--- src/rtl/output_buffer_drain.sv ---
// rtl/output_buffer_drain.sv - accumulator result buffer with valid bits and a streaming drain port
// Optional build macro OUTBUF_SKIP_EMPTY_EN: drain scans past entries whose valid bit is clear.
module output_buffer_drain #(
    parameter int DATA_W = 32,
    parameter int ADDR_W = 4,
    parameter int DEPTH  = 16
) (
    input  logic              clk,
    input  logic              rst,
    input  logic              wr_en,
    input  logic [ADDR_W-1:0] wr_addr,
    input  logic [DATA_W-1:0] wr_data,
    input  logic              drain_start,
    input  logic [ADDR_W:0]   drain_count,
    output logic              out_valid,
    input  logic              out_ready,
    output logic [DATA_W-1:0] out_data,
    output logic [ADDR_W-1:0] out_addr,
    output logic              out_fresh,
    output logic              busy,
    output logic              done,
    output logic              overwrite_err
);
    typedef enum logic [1:0] {IDLE, SEND, DONE} state_t;

    localparam logic [ADDR_W:0] DEPTH_C = (ADDR_W+1)'(DEPTH);

    state_t            state;
    state_t            state_nxt;
    logic [DATA_W-1:0] mem [DEPTH];
    logic [DEPTH-1:0]  valid;
    logic [ADDR_W-1:0] ptr;
    logic [ADDR_W:0]   remain;
    logic [ADDR_W:0]   eff_count;
    logic              start_ok;
    logic              handshake;
    logic              advance;
    logic              last;
    logic              fwd;
    logic              ld_fresh;
    logic              ld_valid;
    logic              ld_fresh_out;
    logic [ADDR_W-1:0] ld_addr;
    logic [DATA_W-1:0] ld_data;

    assign eff_count = (drain_count > DEPTH_C) ? DEPTH_C : drain_count;
    assign start_ok  = (state == IDLE) && drain_start && (eff_count != '0);
    assign handshake = (state == SEND) && out_valid && out_ready;
    assign last      = (remain == (ADDR_W+1)'(1));

    // Next payload source; a same-cycle write to it is forwarded so it is never stale.
    assign ld_addr  = start_ok ? '0 : ptr + 1'b1;
    assign fwd      = wr_en && (wr_addr == ld_addr);
    assign ld_data  = fwd ? wr_data : mem[ld_addr];
    assign ld_fresh = fwd || valid[ld_addr];

`ifdef OUTBUF_SKIP_EMPTY_EN
    assign advance      = (state == SEND) && (out_ready || !out_valid);
    assign ld_valid     = ld_fresh;
    assign ld_fresh_out = 1'b1;
`else
    assign advance      = handshake;
    assign ld_valid     = 1'b1;
    assign ld_fresh_out = ld_fresh;
`endif

    assign busy = (state == SEND);
    assign done = (state == DONE);

    always_ff @(posedge clk or posedge rst) begin
        if (rst) state <= IDLE;
        else     state <= state_nxt;
    end

    always_comb begin
        state_nxt = state;
        case (state)
            IDLE:    if (drain_start) state_nxt = start_ok ? SEND : DONE;
            SEND:    if (advance && last) state_nxt = DONE;
            DONE:    state_nxt = IDLE;
            default: state_nxt = IDLE;
        endcase
    end

    always_ff @(posedge clk) begin
        if (wr_en) mem[wr_addr] <= wr_data;
    end

    always_ff @(posedge clk or posedge rst) begin
        if (rst) begin
            valid         <= '0;
            ptr           <= '0;
            remain        <= '0;
            out_valid     <= 1'b0;
            out_data      <= '0;
            out_addr      <= '0;
            out_fresh     <= 1'b0;
            overwrite_err <= 1'b0;
        end else begin
            if (start_ok) begin
                ptr       <= '0;
                remain    <= eff_count;
                out_valid <= ld_valid;
                out_data  <= ld_data;
                out_addr  <= '0;
                out_fresh <= ld_fresh_out;
            end else if (advance) begin
                remain <= remain - 1'b1;
                if (last) begin
                    out_valid <= 1'b0;
                end else begin
                    ptr       <= ld_addr;
                    out_valid <= ld_valid;
                    out_data  <= ld_data;
                    out_addr  <= ld_addr;
                    out_fresh <= ld_fresh_out;
                end
            end
            // Clear-on-consume first so a same-cycle write to that entry wins.
            if (handshake) valid[ptr] <= 1'b0;
            if (wr_en) valid[wr_addr] <= 1'b1;
            if ((state == IDLE) && drain_start) overwrite_err <= 1'b0;
            if (wr_en && valid[wr_addr] && !(handshake && (wr_addr == ptr))) overwrite_err <= 1'b1;
        end
    end
endmodule

--- config.mk ---
export PLATFORM = sky130hd
export DESIGN_NAME = output_buffer_drain
export DESIGN_NICKNAME = d
export VERILOG_FILES = /design/src/rtl/output_buffer_drain.sv
export SDC_FILE = /design/constraint.sdc
export NUM_CORES = 1
export LEC_CHECK = 0
export BUFFER_PORTS_ARGS = -buffer_cell sky130_fd_sc_hd__buf_2
export CAP_MARGIN = 20
export CELL_PAD_IN_SITES_DETAIL_PLACEMENT = 1
export CELL_PAD_IN_SITES_GLOBAL_PLACEMENT = 1
export CORE_MARGIN = 5
export CORE_UTILIZATION = 45
export DETAILED_ROUTE_END_ITERATION = 7
export PLACE_DENSITY = 0.69
export SETUP_SLACK_MARGIN = 0.05
export SYNTH_ARGS = -nofsm -noshare
export SYNTH_HDL_FRONTEND = slang
export SYNTH_SLANG_ARGS = --single-unit
--- constraint.sdc ---
create_clock -name clk -period 6 [get_ports clk]
set_input_delay 1.2 -clock clk [delete_from_list [all_inputs] [get_ports clk]]
set_output_delay 1.2 -clock clk [all_outputs]
set_load 0.03 [all_outputs]
* Yosys cells after proc, flatten, opt, wreduce, memory -nomap -nowiden *
Memory sizes are Yosys's and may differ from the RTL's.
Cells that the tools add are included.

storage, ports and cells
  register bits after elaboration = 62
  bits in writable memories = 512
  input port bits = 46
  memories = 1

operators by class
  add/subtract/negate cells = 2
  $lt $le $gt $ge = 6
  equality and inequality tests = 8
  mux-type cells = 35
  bitwise gates (word level) = 3
  reduce and logical (&&, ||, !) cells = 19

memories
  memory  words  bits a word  rd ports  clocked after Yosys merged registers in  write ports  RTL line  source
  mem     16     32           1         0                                        1            30        logic [DATA_W-1:0] mem [DEPTH];

operator list
  cell                                                                count
  two-way mux 32 bit                                                  4
  two-way mux 16 bit                                                  2
  AND 16 bit                                                          1
  two-way mux 4 bit                                                   4
  inverter 16 bit                                                     1
  OR 16 bit                                                           1
  less-than comparator 4 x 5 -> 1 bit (second input constant)         3
  two-way mux 5 bit                                                   3
  two-way mux 1 bit                                                   14
  logical AND 1 bit                                                   11
  binary-select mux 1 bit (select 4 bit)                              2
  demux 1 bit (select 4 bit)                                          2
  equality test 4 bit                                                 2
  greater-or-equal comparator 4 x 1 -> 1 bit (second input constant)  2
  two-way mux 2 bit                                                   3
  equality test 5 x 1 -> 1 bit (second input constant)                1
  greater-than comparator 5 bit (second input constant)               1
  nonzero test 5 bit                                                  1
  subtractor 5 x 1 -> 5 bit (second input constant)                   1
  adder 4 x 1 -> 4 bit (second input constant)                        1
  inequality test 2 bit (second input constant)                       2
  case mux 2 bit (2 select lines)                                     1
  AND reduction 2 bit                                                 2
  nonzero test 2 bit                                                  2
  6 further kinds                                                     6

* Depth between registers and ports, before layout *
Gate-level depths: netlist of run 1.

  depth in word-level cells = 11
  gate-level depth with buffers = 12

* Worst setup path before layout of run 1 *
Ideal clock, no wire load.

  kind = in2reg
  start point = input port wr_addr[0]
  end point = memory mem[0][0] (enable)
  setup time = 0.463 ns
  arrival = 4.117 ns
  required time = 5.537 ns
  setup slack = 1.419 ns
  cell stages on the path = 3
  path buffers = 1
  cell sequence = buf_1 or3_1 nor3_1

RTL lines
  what                RTL line  source
  start: declaration  11        input logic [ADDR_W-1:0] wr_addr,
  end: declaration    30

Straight into the memory's write port.

* Final worst setup path of run 1 *
  start point = register ptr[0]
  end point = register out_data[12]

between the ends
  longest elaborated chain between the ends = 8
  elaborated cells between the ends (all ways) = 9
  classes of those cells = add/sub (1); eq/ne (1); mux (5); reduce/logical (1); memory (1)

ends and longest elaborated chain
  what                                                                               RTL line  source
  start: declaration                                                                 32        logic [ADDR_W-1:0] ptr;
  start signal: assignment                                                           112       ptr <= ld_addr;
  adder 4 x 1 -> 4 bit (*)                                                           52        assign ld_addr = start_ok ? '0 : ptr + 1'b1;
  two-way mux 4 bit (*)                                                              52
  parallel branches: the longest is 2 deep, another holds memory read (16 x 32 bit)  -
  two-way mux 32 bit (*)                                                             54        assign ld_data = fwd ? wr_data : mem[ld_addr];
  two-way mux 32 bit                                                                 109       if (last) begin
  two-way mux 32 bit                                                                 107       end else if (advance) begin
  two-way mux 32 bit (*)                                                             100       if (start_ok) begin
  end signal: assignment                                                             104       out_data <= ld_data;
  end signal: assignment                                                             114       out_data <= ld_data;
  end: declaration                                                                   17        output logic [DATA_W-1:0] out_data,

Every way passes the cells marked *. The select of a mux whose other input is x is not followed.
A chain may end at the register's enable or synchronous reset.

==> run summary, run 1 <==
The die outline width is about 240 um. Broken down by cell family, the worst path's largest delay share belongs to compound AO/OA/AOI/OAI gates. For this run, the number of standard cells in the final layout without fillers is 2223. The static power due to leakage came out at approximately 8.5 nW. After detailed placement, the total cell area comes to 24500 um2.

The number of DRC markers in iteration 0 is between 1000 and 1500. Once placement completed, the tool counted placed cells totaling around 2100. The kind of start point of the critical path is a flip-flop. Summed over all nets, the half-perimeter wirelength after detailed placement is about 34 mm. The area taken by flip-flops and latches came out at 16900 um2.

The global-route wire length before repair is 94.2 mm. The clock tree from TritonCTS is built. The number of buffers inserted by hold repair at cts came out at 0.

The overall die height is 237 um. The pin count of the biggest net entering global routing came out at about 110. The leading register cell type out of synthesis is sky130_fd_sc_hd__edfxtp_1. The share of layout cells above drive strength 1 is between 20 and 25%.

The register-to-register setup slack is 2.10 ns. The netlist area before placement is between 20000 and 25000 um2. The data required time of the worst path came out at 6.56 ns. The type of the worst setup path is reg2reg.

The total clock buffers created by CTS is 58. The initial antenna violation count is 1. The worst reg2reg path depth is 8.

The run finished with clean final reports. The fraction of the yosys area taken by sequential cells came out at between 70 and 80%. The share of the cycle needed by the critical path after routing is between 60% and 70%.

The delay of the slowest cell on the worst path is about 0.74 ns. The number of unique standard cell types used by synthesis is 57. The arrival time at the worst endpoint came out at around 4.5 ns. The maximum net fanout on the critical path came out at ~100. The maximum clock frequency came out at ~0.26 GHz.

sky130_fd_sc_hd__edfxtp_1 takes more of the synthesized area than any other cell. The cell row count is 83. Fill cells in the final layout number 4793. The final clock skew is 0.0262 ns. The number of global-route vias before repair is roughly 14000.

Summed over its instances, the top area cell type makes up about two thirds of the synthesized netlist area. Among all cell types in the netlist, the one instantiated most often is sky130_fd_sc_hd__edfxtp_1. The number of input and output port buffers inserted is 86. The max capacitance violation total came out at 0. The warning count from the yosys run came out at 0. The design area came out at 26400 um2. The final critical delay including setup and external delays is slightly below 4 ns. Walking the worst path, the cells encountered are ha_1, xor2_4, buf_12, o21ai_4, buf_4, a22oi_1, o21bai_1, a31o_2. The multi-input combinational cells in the finished layout cover a total of 5890 um2.

The wire length after detailed routing is between 60 and 70 mm. The commonest cells after synthesis are sky130_fd_sc_hd__edfxtp_1 (512), sky130_fd_sc_hd__nor2_1 (123), sky130_fd_sc_hd__a21oi_1 (93). For hold timing, the worst endpoint is valid[13]. Clock-pin slew was measured on the worst setup and hold paths at 0.06 ns. The detailed-route DRC error count is 0. The startpoint identified for the worst hold timing path is valid[13]. The number of storage elements in the synthesis netlist came out at about 570.

During I/O placement, the number of pins put on the boundary was between 80 and 90. The maximum VDD drop came out at roughly 0.00023 V. CTS built an H-tree with a depth of 2. The area of the die is 56000 um2. The synthesized design contains approximately 500 enable-type register cells. The number of max-slew violations in the final report is 0. The clock latency on the worst-skew pair came out at between 0.6 and 0.7 ns.

The average wire per cell in the routed design is around 28 um. The final sum of negative setup slack is 0 ns. The slowest stage of the critical path is the sky130_fd_sc_hd__o21ai_4 cell. The slew at the pin closest to its max-slew limit came out at between 1 and 1.5 ns. For this run, the total global-route usage over all layers was measured as around 22%. The worst path meets setup with between 2 and 2.5 ns of slack. The cell count after synthesis is ~1400. Buffers added to address setup during post-CTS repair amount to 0. After floorplanning, the core was sized to cover just over 50000 um2. The total nets after synthesis came out at between 1000 and 1500. The starting density of the core came out at a little under half. The worst register-to-register path begins at ptr[0]. The number of failing hold endpoints at the final stage came out at 0. The worst path buffer plus inverter count came out at 2. Setup violations remaining at the end of the flow were counted as 0. The tree is rooted in a sky130_fd_sc_hd__clkbuf_16. Using the TritonRoute via totals, the vias-per-cell ratio works out to 6.12. STA classifies the critical path endpoint as a flip-flop. The CTS sink count came out at ~570. The total power after layout came out at 11.2 mW. The fraction of registers with async set/reset came out at between 10% and 20%. Along the worst hold path, the cell count comes to 1. In the post-synthesis netlist, the biggest area contributors are sky130_fd_sc_hd__edfxtp_1 (67%), sky130_fd_sc_hd__mux4_2 (6.9%), sky130_fd_sc_hd__dfrtp_1 (6.7%), sky130_fd_sc_hd__mux2i_1 (2.9%), sky130_fd_sc_hd__a21oi_1 (2.0%). The synthesis-to-layout area growth came out at 14.1%.

The count of cells resized by post-cts repair is 0. The antenna diode count came out at 0. The tightest min-delay check is of the reg2reg type. Setup repair after global routing left no endpoint under its margin.

The largest buffer count on any clock path is 3. The reg-to-reg endpoint is out_data[12]. The pre-CTS worst setup slack came out at 1.65 ns.

The synthesized area per cell is ~16 um2. The number of routed nets with antenna violations came out at 0. The final weighted congestion of routability-driven global placement came out at roughly 0.82.

The relative slew slack is between 20% and 30%. The number of iterations in the first detailed-routing pass came out at 5. The number of nets at the end of the flow is 1545. The total via count after detailed routing came out at 13600. In this run the power density over the cells is 427 nW/um2. The leftover overflow at the end of global routing came out at 0.
## routing by layer
| metal | share of wire [%] | global-route usage (%) |
|---|---|---|
| met1 | 43 | 31.7 |
| met2 | 48 | 35.9 |
| met3 | 6.8 | 4.30 |
| met4 | 2.1 | 4.99 |
| met5 | 0.011 | 0 |
## sequential cells by signal (all words and copies together), names as in the netlist
register	flops
out_valid	1
ptr	4
valid	16
overwrite_err	1
mem	512
out_data	32
out_fresh	1
remain	5
state	2
## worst max path at each step
stage,start,endpoint,slack [ns],cells after the start
floorplan,wr_addr[0],mem[0][0],1.42,3
global placement,drain_start,out_data[22],1.81,8
detailed placement,drain_start,out_data[6],1.65,8
CTS,ptr[0],out_data[28],2.14,8
global route,ptr[0],out_data[28],1.95,8
finish,ptr[0],out_data[12],2.10,8
## where the power goes
group	switching, mW	leakage, nW	internal (mW)
combinational	1.84	2.25	1.05
clock	1.52	0.905	2.00
sequential	0.228	5.32	4.61
total	3.59	8.47	7.66
## through the flow
step                      utilization, %  hold WS [ns]
after floorplan                        -         0.461
after global placement              47.8         0.476
after detailed placement            47.9         0.489
after CTS                           51.5         0.505
after global routing                51.6         0.521
final                               51.6         0.511
## final cells by class
cell class / instances / share of cell area (%)
Multi-Input combinational cell: 723 / 22.4
Clock inverter: 36 / 1.10
Sequential cell: 574 / 64.2
Tap cell: 680 / 3.23
Clock buffer: 74 / 5.89
Timing Repair Buffer: 125 / 3.02
Inverter: 11 / 0.161
## layout by cell type, fill, tap and decap left out, drive strengths merged, types with 2 or more instances in the layout
cell type	Yosys	final
a211oi	4	4
a21o	17	17
a21oi	93	93
a22o	31	31
a311oi	30	30
a31oi	3	3
and3	4	4
buf	39	125
bufinv	0	4
clkbuf	61	74
clkinv	0	29
dfrtp	62	62
edfxtp	512	512
ha	6	6
inv	11	13
mux2i	68	68
mux4	71	71
nand2	35	35
nand2b	3	3
nand3	35	35
nand3b	5	5
nand4	2	2
nor2	123	123
nor2b	5	5
nor3	13	13
nor3b	2	2
o211ai	30	30
o21a	2	2
o21ai	77	77
o311ai	2	2
o31ai	3	3
o32ai	27	27
or3	4	4
xnor2	10	10
xor2	3	3
## logic make-up after synthesis
logic type               share of synthesized area, %
AO/OA/AOI/OAI                                    9.45
multiplexers                                     9.92
AND/OR/NAND/NOR                                  4.51
adder cells (fa/ha/maj)                         0.325
flip-flops                                       73.3
XOR/XNOR                                        0.493
buffers and inverters                            2.02
Note: power is estimated with default switching activity, not from simulation.
==> run 2, diff against run 1 <==
Settings changed: PLACE_DENSITY 0.69 to 0.72.
Clock period 6 ns to 3.3 ns, I/O delays scaled along.
==> run summary, run 2 (synthesized netlist as in run 1, its figures left out) <==
The flow ran to the end, and the final reports show no timing, DRC or antenna violations. The pin count of the biggest net entering global routing came out at 94. The maximum clock frequency came out at about 0.32 GHz. The kind of start point of the critical path is a flip-flop. Leaving out fill and tap cells, the most frequent cells in the layout are sky130_fd_sc_hd__edfxtp_1 (512), sky130_fd_sc_hd__nor2_1 (109), sky130_fd_sc_hd__a21oi_1 (93). mem holds more flip-flops than any other register.

The initial antenna violation count is 5. The core area is 51100 um2. The number of iterations in the first detailed-routing pass came out at 5. Setup repair after global routing left no endpoint under its margin. The global-route wire length before repair is around 95 mm.

The tightest min-delay check is of the in2async type. The slew at the pin closest to its max-slew limit came out at roughly 0.9 ns. The wire length after detailed routing came out at roughly 63 mm.

The CTS sink count came out at about 570. The number of global-route vias before repair is between 10000 and 15000. The cell row count came out at 83. The congestion estimate from routability-driven global placement came to 0.826. The number of max-slew violations in the final report is 0. The startpoint identified for the worst register-to-register timing path is ptr[1].

The number of I/O pins is 87. Summing over every cut layer, the via total after detailed routing is between 10000 and 15000. The data required time of the worst path is 3.75 ns. The share of layout cells above drive strength 1 is between 20% and 30%. Across all setup checks in the final design, the least slack found is roughly 0.22 ns.

In the final layout, the registers with the most flip-flops are mem (512), out_data (32), valid (16). The maximum net fanout on the critical path came out at 33. The multi-input logic area came out at around 6000 um2. The combined global-route utilization of all metal layers is around 22%. The per-cell via count in the routed design is roughly 6. TritonCTS built the clock tree. The number of setup buffers added after CTS is 0. The total power density per cell area came out at 787 nW/um2. On the worst path, the slowest cell contributes a delay of roughly 0.6 ns.

The worst setup path is captured at a flip-flop. From left edge to right edge, the die measures ~240 um. In this run the critical register-to-register path is captured at out_data[13]. The synthesis-to-layout area growth came out at 16.4%. Detailed placement ended at an HPWL of roughly 36 mm.

The total clock buffers created by CTS is 59. CTS built an H-tree with a depth of 2. The type of the worst setup path is reg2reg. The leftover overflow at the end of global routing came out at 0. The number of flip-flops under the largest register name is just over 500.

The worst hold slack after final layout is around 0.12 ns. Clock tree synthesis selected as its root buffer the cell sky130_fd_sc_hd__clkbuf_16. The number of buffers inserted by hold repair at cts came out at 0. In this run, the number of DRC markers left after iteration 0 of detailed routing was ~1400. The pre-CTS worst setup slack came out at about 0.10 ns. The arrival time at the worst endpoint is 3.53 ns.

The final sum of negative setup slack is 0 ns. No sink is reached through more buffers than the 3 on the longest clock path. The clock latency on the worst-skew pair is approximately 0.63 ns. The number of routed nets with antenna violations is 0.

The number of failing hold endpoints at the final stage came to 0. The fill cell instance count of the final layout is ~4800. Traced cell by cell, the critical path runs through inv_1, ha_4, buf_4, nor2_1, o21ai_0, a32o_2, o21a_4, a21oi_1. The max capacitance violation total came out at 0. The static power due to leakage came out at between 8 and 9 nW. Counting both buffers and inverters, the worst setup path holds a total of 2.

Port buffering added 86 buffers. The most frequent standard cell in the layout excluding fill and tap cells is sky130_fd_sc_hd__edfxtp_1. The worst reg2reg path depth is 8.

The critical-path cell with the highest stage delay is sky130_fd_sc_hd__o21a_4. The smallest clock period supported by the final layout is computed as a little over 3 ns. The area of the die is ~56000 um2. In the final layout, flip-flops and latches occupy 16900 um2. The number of nets at the end of the flow is 1563. The starting density of the core is between 40 and 50%. The count of cells resized by post-cts repair came out at 0. The final clock skew is ~0.029 ns. The register-to-register setup slack came out at 0.22 ns. The detailed-route DRC error count came out at 0. The relative slew slack came out at approximately two fifths. The worst-case IR drop observed on VDD is between 0.0004 and 0.0005 V. After clock tree synthesis, the clock-pin slew on the worst setup and hold paths is approximately 0.06 ns. Among cell families on the critical path, the largest total delay comes from compound AO/OA/AOI/OAI gates. The overall die height came out at around 240 um. The average wire per cell in the routed design came out at 28.1 um. The share of the cycle needed by the critical path after routing is 93.3%. The setup-violating endpoint count in the final report is 0.
[run 2: changes by cell type in the layout (fill, tap and decap cells not counted), moves of 2 or more]
| cell | previous run | this run |
|---|---|---|
| sky130_fd_sc_hd__clkbuf_8 | 2 | 5 |
| sky130_fd_sc_hd__buf_12 | 4 | 22 |
| sky130_fd_sc_hd__nor3_2 | 4 | 0 |
| sky130_fd_sc_hd__clkbuf_1 | 13 | 15 |
| sky130_fd_sc_hd__clkinv_1 | 16 | 9 |
| sky130_fd_sc_hd__nor3_4 | 0 | 4 |
| sky130_fd_sc_hd__bufinv_16 | 4 | 9 |
| sky130_fd_sc_hd__diode_2 | 0 | 2 |
[run 2: power by group]
group,switching (mW),internal [mW],total (mW)
Combinational,3.47,2.05,5.52
Sequential,0.370,8.37,8.75
Clock,2.80,4.12,6.91
Total,6.64,14.5,21.2
[run 2: through the flow]
step / util (%) / cells / power (mW) / area (um2)
floorplan: - / 1408 / 12.4 / 23100
global placement: 48.7 / 2130 / 14.1 / 24900
detailed placement: 48.7 / 2130 / 14.4 / 24900
CTS: 52.6 / 2242 / 21.3 / 26900
global route: 52.6 / 2243 / 22.1 / 26900
finish: 52.6 / 2244 / 21.2 / 26900
[run 2: worst max-delay path by stage]
stage,depth (start not counted),start,end,slack (ns)
floorplan,3,wr_addr[0],mem[4][0],0.14
global placement,7,drain_count[1],out_data[26],0.16
detailed placement,7,drain_count[1],out_data[13],0.10
CTS,8,ptr[1],out_data[13],0.27
global route,8,ptr[1],out_data[13],0.12
finish,8,ptr[1],out_data[13],0.22
[run 2: final cells by class]
cell class	count	area share, %
clock inverters	33	1.57
inverters	11	0.158
flip-flops and latches	574	62.9
clock buffers	79	5.95
repair buffers	142	4.19
well taps	680	3.16
multi-input cells	723	22.0
diodes	2	0.0186
[run 2: routing by layer]
metal  vias to the layer above  GRT usage, %  part of all wire [%]
met5                         -             0                 0.013
li1                       5826             -                     -
met4                         2          6.10                   2.3
met2                       540          36.8                    49
met1                      7261          31.3                    41
met3                       103          3.73                   7.2
==> run 3, diff against run 2 <==
Settings changed: PLACE_DENSITY 0.72 to not set, PLACE_DENSITY_LB_ADDON set to 0.1, RECOVER_POWER set to 100.
==> run summary, run 3 (synthesized netlist as in run 1, its figures left out) <==
The worst reg2reg path depth is 8. The arrival time at the worst endpoint came out at about 3.2 ns. The maximum clock frequency is around 0.33 GHz. The clock tree from TritonCTS is built. The cell row count came out at just over 80.

Entering global routing, the biggest net connects 130 pins. The final critical delay including setup and external delays came out at roughly 3 ns. The total power density per cell area came out at a little under 800 nW/um2. The placed cell count came out at roughly 2100. Tracing the worst setup path back leads to its startpoint at wr_addr[1]. The total routed wire length on the met1 layer is 28.5 mm. The static power due to leakage came out at about 8.5 nW. The amount of wire on met3 after detailed routing is between 3 and 4 mm. In this run the worst path has a maximum fanout of 17.

For this design the top-level I/O count stands at 87. The number of iterations in the first detailed-routing pass is 5. The top routing layer in use is met4. STA classifies the critical path startpoint as an input pin. The global-route wire length before repair is approximately 96 mm.

The wire-length estimate of the detail-placed layout is 37.1 mm. The wire length on met2 is just over 30 mm. The clock latency on the worst-skew pair is between 0.6 and 0.7 ns.

The type of the worst setup path is in2reg. The average wire per cell in the routed design is about 29 um. The worst hold slack after final layout is 0.327 ns. In this design, the stage delay of the slowest critical-path cell is roughly 0.93 ns. Summed over all layers, the global routing overflow is 0.

The slew at the pin closest to its max-slew limit came out at 1.86 ns. The detailed-route DRC error count is 0. Broken down by cell family, the worst path's largest delay share belongs to simple AND/OR/NAND/NOR gates. The core area came out at slightly above 50000 um2. The tree is rooted in a sky130_fd_sc_hd__clkbuf_16. The die is ~240 um wide. mem holds more flip-flops than any other register. The total via count after detailed routing came out at between 10000 and 15000.

The critical path goes through clkbuf_1, or3_1, nor2_1, clkbuf_2. The number of setup buffers added after CTS is 0. The final cell count without fillers came out at between 2000 and 2500.

The number of max-slew violations in the final report came out at 146. The maximum VDD drop came out at ~0.00042 V. The share of the cycle needed by the critical path after routing came out at 90.7%. The CTS sink count is ~570. The path class of the tightest hold or removal check is in2reg. For this configuration, the core starts out at a cell density of between 40% and 50%. Using the TritonRoute via totals, the vias-per-cell ratio works out to just over 6. The share of layout cells above drive strength 1 came out at between 10% and 20%. The run finished, with violations left. Compared with the post-synthesis result, the final layout area differs by 15.3%. The register-to-register setup slack came out at between 0.3 and 0.4 ns. For the final routed database, the setup TNS stands at 0 ns. The final reports fail on capacitance limit, slew limit.

On the final layout, the worst clock skew is between 0.02 and 0.025 ns. Buffers placed on the I/O ports in this run total 86. The final setup slack of the worst path came out at 0.308 ns.

The fill cell instance count of the final layout is 4865. The clock-pin slew on the worst setup and hold paths came out at 0.06 ns. The pre-CTS worst setup slack is roughly 0.36 ns.

The max capacitance violation total is 7. The number of failing hold endpoints at the final stage came out at 0. The reg-to-reg endpoint is out_data[15]. In this run the deepest clock path goes through 3 buffers. The data required time of the worst path is between 3 and 4 ns.

The number of global-route vias before repair came to about 14000. The depth of the worst hold-timing path came out at 3. For hold timing, the worst endpoint is state[1]. The relative slew slack came out at -24.0%. The combined global-route utilization of all metal layers is 22.8%. Setup repair after global routing left no endpoint under its margin.

The maximum level of the CTS H-tree came out at 2. The critical-path cell with the highest stage delay is sky130_fd_sc_hd__nor2_1. The final weighted congestion of routability-driven global placement is between 0.7 and 0.8. The detailed router finished its first iteration with around 1100 violations. The library cells used most frequently in the layout, excluding fill and tap cells, are sky130_fd_sc_hd__edfxtp_1 (512), sky130_fd_sc_hd__nor2_1 (112), sky130_fd_sc_hd__clkbuf_1 (106).

STA classifies the critical path endpoint as a flip-flop. The setup-violating endpoint count in the final report came out at 0. The register with the most flip-flops in the layout has around 510 of them. The largest registers in the layout are mem (512), out_data (32), valid (16). Summed over all layers, the routed wires come to 64.5 mm. In this run the vertical extent of the chip is about 240 um. The initial antenna violation count came out at 0.

The total clock buffers created by CTS is 60. The final layout contains between 1500 and 2000 nets. The die covers 56000 um2. The startpoint identified for the worst hold timing path is drain_start. Leaving out fill and tap cells, the most frequent cell in the layout is sky130_fd_sc_hd__edfxtp_1. The number of routed nets with antenna violations is 0. The worst path buffer plus inverter count is 2. The source of the worst register-to-register timing path is state[1].
## run 3: cell types whose count changed in the layout (fill, tap and decap cells not counted), moves of 4 or more
cell                       delta
sky130_fd_sc_hd__clkbuf_1    +91
sky130_fd_sc_hd__buf_2       -73
sky130_fd_sc_hd__clkbuf_2    +13
sky130_fd_sc_hd__buf_12      -12
sky130_fd_sc_hd__buf_4        -5
sky130_fd_sc_hd__clkinv_2     +4
## run 3: worst max path at each step
stage,to,cells past startpoint
final,mem[12][31],4
after global routing,out_data[23],7
after CTS,out_data[15],9
after detailed placement,out_data[23],8
after global placement,out_data[4],8
after floorplan,mem[4][0],3
## run 3: layout make-up
type | instances | area, um2 | area share (%)
Sequential cell | 574 | 16900 | 63.6
Timing Repair Buffer | 161 | 938 | 3.52
Multi-Input combinational cell | 723 | 5870 | 22.1
Antenna cell | 1 | 2.50 | 0.00940
Clock buffer | 76 | 1620 | 6.10
Tap cell | 680 | 851 | 3.20
Inverter | 11 | 42.5 | 0.160
Clock inverter | 38 | 372 | 1.40
## run 3: layer usage
layer | track usage (%) | vias to the layer above
li1 | - | 5864
met1 | 32.8 | 7304
met2 | 36.2 | 410
met3 | 4.19 | 103
met4 | 6.10 | 0
met5 | 0 | -
## run 3: what timing repair did
item | in CTS | in global routing
resized for setup | 0 | 0
hold buffers | 0 | 1
endpoints found under the hold margin | 0 | 10
## run 3: where the power goes
| group | internal (mW) | switching, mW | leakage [nW] |
|---|---|---|---|
| combinational | 2.03 | 3.48 | 2.17 |
| sequential | 8.38 | 0.379 | 5.32 |
| clock | 4.02 | 2.82 | 0.983 |
## run 3: worst min-delay path, stage by stage
cell and delay [ns]:
sky130_fd_sc_hd__buf_2 0.10, sky130_fd_sc_hd__nor2_1 0.09, sky130_fd_sc_hd__nor3_1 0.05
## run 3: metrics by stage
stage / util [%] / cell area (um2) / power (mW)
after floorplan: - / 23100 / 12.4
after global placement: 48.7 / 24900 / 14.4
after detailed placement: 48.8 / 24900 / 14.5
after CTS: 52.7 / 26900 / 21.4
after global routing: 52.1 / 26600 / 22.0
final: 52.1 / 26600 / 21.1
